--- src/rtl/output_deskewer.sv ---
// Realigns the diagonally skewed output wavefront of the systolic array into row-parallel words,
// with a valid/last/row-index stream for the result writer.
module output_deskewer #(
    parameter int unsigned MATRIX_SIZE = 2,
    parameter int unsigned DATA_SIZE   = 32
) (
    input  logic                                                    clk,
    input  logic                                                    reset,
    input  logic                                                    enable_in,
    input  logic                                                    valid_in,
    input  logic [MATRIX_SIZE-1:0][DATA_SIZE-1:0]                   data_skewed,
    output logic [MATRIX_SIZE-1:0][DATA_SIZE-1:0]                   data_out,
    output logic                                                    valid_out,
    output logic                                                    last_out,
    output logic [((MATRIX_SIZE > 1) ? $clog2(MATRIX_SIZE) : 1)-1:0] row_idx
);

    localparam int unsigned CntW = (MATRIX_SIZE > 1) ? $clog2(MATRIX_SIZE) : 1;

    logic            vtail;
    logic [CntW-1:0] row_cnt_q, row_cnt_d;
    logic            row_is_last;

    // Lane i trails lane 0 by i cycles, so it needs MATRIX_SIZE-1-i stages to line up.
    for (genvar i = 0; i < int'(MATRIX_SIZE); i++) begin : g_lane
        localparam int Depth = int'(MATRIX_SIZE) - 1 - i;

        if (Depth == 0) begin : g_pass
            assign data_out[i] = data_skewed[i];
        end else begin : g_pipe
            logic [DATA_SIZE-1:0] pipe_q [Depth];

            always_ff @(posedge clk) begin
                if (reset) begin
                    for (int k = 0; k < Depth; k++) begin
                        pipe_q[k] <= '0;
                    end
                end else if (enable_in) begin
                    pipe_q[0] <= data_skewed[i];
                    for (int k = 1; k < Depth; k++) begin
                        pipe_q[k] <= pipe_q[k-1];
                    end
                end
            end

            assign data_out[i] = pipe_q[Depth-1];
        end
    end

    if (MATRIX_SIZE > 1) begin : g_vpipe
        logic [MATRIX_SIZE-2:0] vpipe_q;

        always_ff @(posedge clk) begin
            if (reset) begin
                vpipe_q <= '0;
            end else if (enable_in) begin
                vpipe_q[0] <= valid_in;
                for (int k = 1; k < int'(MATRIX_SIZE) - 1; k++) begin
                    vpipe_q[k] <= vpipe_q[k-1];
                end
            end
        end

        assign vtail = vpipe_q[MATRIX_SIZE-2];
    end else begin : g_vpass
        assign vtail = valid_in;
    end

    // Gating with enable_in keeps a stalled row from being presented (and counted) twice.
    assign valid_out   = vtail & enable_in;
    assign row_is_last = (row_cnt_q == CntW'(MATRIX_SIZE - 1));
    assign last_out    = valid_out & row_is_last;
    assign row_idx     = row_cnt_q;

    always_comb begin
        row_cnt_d = row_cnt_q;
        if (valid_out) begin
            if (row_is_last) begin
                row_cnt_d = '0;
            end else begin
                row_cnt_d = row_cnt_q + 1'b1;
            end
        end
    end

    always_ff @(posedge clk) begin
        if (reset) begin
            row_cnt_q <= '0;
        end else begin
            row_cnt_q <= row_cnt_d;
        end
    end

endmodule

--- config.mk ---
export PLATFORM = sky130hd
export DESIGN_NAME = output_deskewer
export DESIGN_NICKNAME = d
export VERILOG_FILES = /design/src/rtl/output_deskewer.sv
export SDC_FILE = /design/constraint.sdc
export NUM_CORES = 1
export LEC_CHECK = 0
export ABC_AREA = 1
export CORE_MARGIN = 5
export CORE_UTILIZATION = 29
export CTS_CLUSTER_SIZE = 40
export DETAILED_ROUTE_END_ITERATION = 12
export PLACE_DENSITY = 0.75
export SYNTH_ARGS = -nofsm -noshare
export SYNTH_HDL_FRONTEND = slang
export SYNTH_SLANG_ARGS = --single-unit
--- constraint.sdc ---
create_clock -name clk -period 1.3 [get_ports clk]
set_input_delay 0.195 -clock clk [delete_from_list [all_inputs] [get_ports clk]]
set_output_delay 0.195 -clock clk [all_outputs]
set_load 0.01 [all_outputs]
==> impl_metrics.prom <==
# TYPE chip_impl_metric gauge
chip_impl_info{name="outcome",value="finished clean"} 1
chip_impl_metric{name="worstPathRequired",unit="ps"} 1110
chip_impl_metric{name="worst_ir_drop_vdd",unit="mV"} 0.568
chip_impl_metric{name="clk_transition_reported_paths",unit="ps"} 70
chip_impl_metric{name="totalWireLength",unit="um"} 3310
chip_impl_metric{name="cts_made_buffers",unit=""} 5
chip_impl_metric{name="count_of_final_hold_check_violations",unit=""} 0
chip_impl_metric{name="post_layout_nonfiller_instances",unit=""} 267
chip_impl_metric{name="ys_seq_elements",unit=""} 34
chip_impl_info{name="tritoncts",value="built"} 1
chip_impl_metric{name="grt_pass1_vias",unit=""} 1039
chip_impl_info{name="hold_class",value="in -> out"} 1
chip_impl_metric{name="final.setup_skew",unit="ps"} 0.0253
chip_impl_metric{name="leakagePower",unit="nW"} 1.12
chip_impl_metric{name="slew_violations",unit=""} 0
chip_impl_metric{name="total_congestion_overflow",unit=""} 0
chip_impl_metric{name="ioPinCount",unit=""} 135
chip_impl_metric{name="route.detailed.drc",unit=""} 0
chip_impl_metric{name="max_freq",unit="GHz"} 0.824
chip_impl_info{name="worstSetupPathType",value="reg -> out"} 1
chip_impl_metric{name="cap_viol_max_count",unit=""} 0
chip_impl_metric{name="detailedRoute.firstIterationViolations",unit=""} 42
chip_impl_metric{name="vias",unit=""} 1006
chip_impl_metric{name="synthesis.yosys.warnings",unit=""} 0
chip_impl_metric{name="areaGrowthSynthToFinish",unit="%"} 42.7
chip_impl_metric{name="synth.yosys.seq_area_share",unit=""} 0.634
chip_impl_metric{name="fill_cells",unit=""} 511
chip_impl_metric{name="clock_path_buffers",unit=""} 2
chip_impl_metric{name="routed_wire_length_per_instance",unit="um"} 12.4
chip_impl_metric{name="core-area",unit="um2"} 5200
chip_impl_metric{name="fin_crit",unit="ps"} 1210
chip_impl_metric{name="final_core_utilization",unit=""} 0.433
chip_impl_metric{name="p_seq_frac",unit=""} 0.501
chip_impl_metric{name="gr_layer_usage_met2",unit=""} 0.159
chip_impl_metric{name="gr-usage-met3",unit=""} 0.0385
chip_impl_metric{name="floorplan.die.height",unit="um"} 83.8
chip_impl_metric{name="power_frac_comb",unit=""} 0.142
chip_impl_metric{name="synth_nets",unit=""} 215
chip_impl_metric{name="detail-route-antenna-nets",unit=""} 0
chip_impl_metric{name="period_utilization",unit=""} 0.933
chip_impl_metric{name="power.share.switching",unit=""} 0.209
chip_impl_metric{name="die_width",unit="um"} 83.8
chip_impl_metric{name="clock_tree.htree_level_count",unit=""} 2
chip_impl_metric{name="num_antenna_cells",unit=""} 0
chip_impl_metric{name="area_taken_by_multi_input_logic_gates",unit="um2"} 171
chip_impl_metric{name="row_count",unit=""} 26
chip_impl_metric{name="die_area",unit="um2"} 7020
chip_impl_metric{name="nets",unit=""} 264
chip_impl_metric{name="synth_cells",unit=""} 147
chip_impl_info{name="layout.cells.most_common",value="sky130_fd_sc_hd__inv_1"} 1
chip_impl_metric{name="seq_area",unit="um2"} 1000
chip_impl_metric{name="max_slew_margin",unit=""} 0.901
chip_impl_metric{name="clock_latency_at_the_later_pin_of_the_worst_skew_pair",unit="ps"} 280
chip_impl_metric{name="maximum_number_of_pins_on_one_net_before_global_route_repair",unit=""} 25
chip_impl_metric{name="grt_util_met1",unit=""} 0.0893
chip_impl_metric{name="synth.avg_cell_area",unit="um2"} 10.7
chip_impl_metric{name="hpwl",unit="um"} 2570
chip_impl_metric{name="tritoncts_num_sinks",unit=""} 34
chip_impl_info{name="gr-max-usage-layer",value="met2"} 1
chip_impl_info{name="final_cell_mix",value="sky130_fd_sc_hd__inv_1 (36), sky130_fd_sc_hd__dlygate4sd2_1 (35), sky130_fd_sc_hd__clkdlybuf4s50_1 (34), sky130_fd_sc_hd__edfxtp_1 (32), sky130_fd_sc_hd__nor2_1 (31)"} 1
chip_impl_metric{name="mappedNetlistArea",unit="um2"} 1580
chip_impl_info{name="grt_setup_unrepaired",value="false"} 1
chip_impl_metric{name="final-setup-viol-count",unit=""} 0
chip_impl_metric{name="tightest_slew",unit="ps"} 148
chip_impl_metric{name="pwr-share-clk",unit=""} 0.358
chip_impl_metric{name="distinct_cell_type_count_after_synthesis",unit=""} 11
chip_impl_info{name="cts_root_buf",value="sky130_fd_sc_hd__clkbuf_8"} 1
chip_impl_metric{name="port_buffers",unit=""} 70
chip_impl_metric{name="max_fo_critical_path",unit=""} 4
chip_impl_info{name="timing.critical_path.from_type",value="flop"} 1
chip_impl_metric{name="arrival",unit="ps"} 1020
chip_impl_metric{name="grt_antenna_before_repair",unit=""} 0
chip_impl_info{name="timing.critical_path.to_type",value="primary output"} 1
chip_impl_metric{name="drt_first_pass_iters",unit=""} 3
chip_impl_metric{name="dpl.cell_count",unit=""} 259
chip_impl_metric{name="net-switching-power",unit="mW"} 0.546
chip_impl_metric{name="gr-usage-all-layers",unit=""} 0.0957
chip_impl_metric{name="grt_first_pass_wirelength",unit="um"} 5220
chip_impl_metric{name="drive_above_1_share",unit=""} 0.107
chip_impl_metric{name="drt-vias-per-instance",unit=""} 3.77
chip_impl_metric{name="p_int",unit="mW"} 2.06
chip_impl_metric{name="initial_core_util",unit=""} 0.303
chip_impl_metric{name="power.density",unit="nW/um2"} 1160
chip_impl_metric{name="gpl.final_weighted_congestion",unit=""} 0.733
## state kept, by name (all words and copies together) (netlist names)
name / cells
g_vpipe.vpipe_q: 1
row_idx: 1
g_lane.g_pipe.pipe_q: 32
## layout make-up
class                   instances  share of cell area
well taps                      70              0.0389
flip-flops and latches         34               0.445
repair buffers                 77               0.331
clock inverters                 3              0.0178
clock buffers                   5              0.0305
multi-input cells              42              0.0761
inverters                      36              0.0600
## cell families after synthesis
| kind of cell | Yosys count | share of synthesized area |
|---|---|---|
| buf+inv | 71 | 0.259 |
| compound gates | 2 | 0.00634 |
| flops | 34 | 0.634 |
| simple gates | 40 | 0.101 |
## critical path, stage by stage, from the launching register on
cell and delay [ps]:
sky130_fd_sc_hd__dfxtp_2 350, sky130_fd_sc_hd__nand3_1 100, sky130_fd_sc_hd__inv_1 70, sky130_fd_sc_hd__clkdlybuf4s15_1 220
## power by group through the flow
stage	logic (mW)	registers, mW	clock network [mW]
2_1_floorplan	0.179	1.38	0
3_5_place_dp	0.436	1.34	0
4_1_cts	0.379	1.31	0.971
6_report	0.369	1.31	0.933
3_3_place_gp	0.431	1.33	0
5_1_grt	0.402	1.31	1.03
## synth_stat cells
| cell | instances | area, um2 |
|---|---|---|
| sky130_fd_sc_hd__nor2_1 | 31 | 116 |
| sky130_fd_sc_hd__buf_4 | 32 | 240 |
| sky130_fd_sc_hd__buf_6 | 3 | 33.8 |
| sky130_fd_sc_hd__nand2_2 | 1 | 6.26 |
| sky130_fd_sc_hd__inv_1 | 36 | 135 |
| sky130_fd_sc_hd__nand2_1 | 5 | 18.8 |
| sky130_fd_sc_hd__edfxtp_1 | 32 | 961 |
| sky130_fd_sc_hd__dfxtp_1 | 2 | 40.0 |
| sky130_fd_sc_hd__nand3_1 | 1 | 5.00 |
| sky130_fd_sc_hd__a21oi_1 | 2 | 10.0 |
| sky130_fd_sc_hd__nor2_2 | 2 | 12.5 |
## metrics by stage
stage | setup slack [ps] | TNS [ps] | power (mW) | hold WS (ps) | instance area, um2
global placement | -294 | -8330 | 1.77 | 390 | 2190
floorplan | 260 | 0 | 1.56 | 264 | 1580
CTS | 17.6 | 0 | 2.66 | 390 | 2250
global route | 6.40 | 0 | 2.74 | 390 | 2250
finish | 86.7 | 0 | 2.61 | 390 | 2250
detailed placement | -328 | -9370 | 1.77 | 390 | 2190
## path summary, 6_finish.rpt
check / start / endpoint / slack (ps) / cells after the start
worst min register to register: g_vpipe.vpipe_q$_SDFFE_PP0P_ / g_vpipe.vpipe_q$_SDFFE_PP0P_ / 490 / 2
worst max register to register: g_vpipe.vpipe_q$_SDFFE_PP0P_ / row_idx$_SDFFE_PP0P_ / 640 / 3
worst max-delay path: g_vpipe.vpipe_q$_SDFFE_PP0P_ / last_out / 90 / 3
worst min-delay path: data_skewed[36] / data_out[36] / 390 / 0
## metal layers
metal / up-vias / part of all wire / routed length, um
met5: - / 0 / 0
met4: 0 / 0.060 / 200
met3: 32 / 0.13 / 420
met2: 55 / 0.47 / 1540
met1: 414 / 0.35 / 1140
li1: 505 / - / -
## what timing repair did
action                     in CTS  in global routing
hold buffers                    0                  0
setup endpoints to repair      35                  1
setup buffers                   0                  0
gates resized for setup        37                  2
No activity file was read; power rests on OpenSTA's default activity.
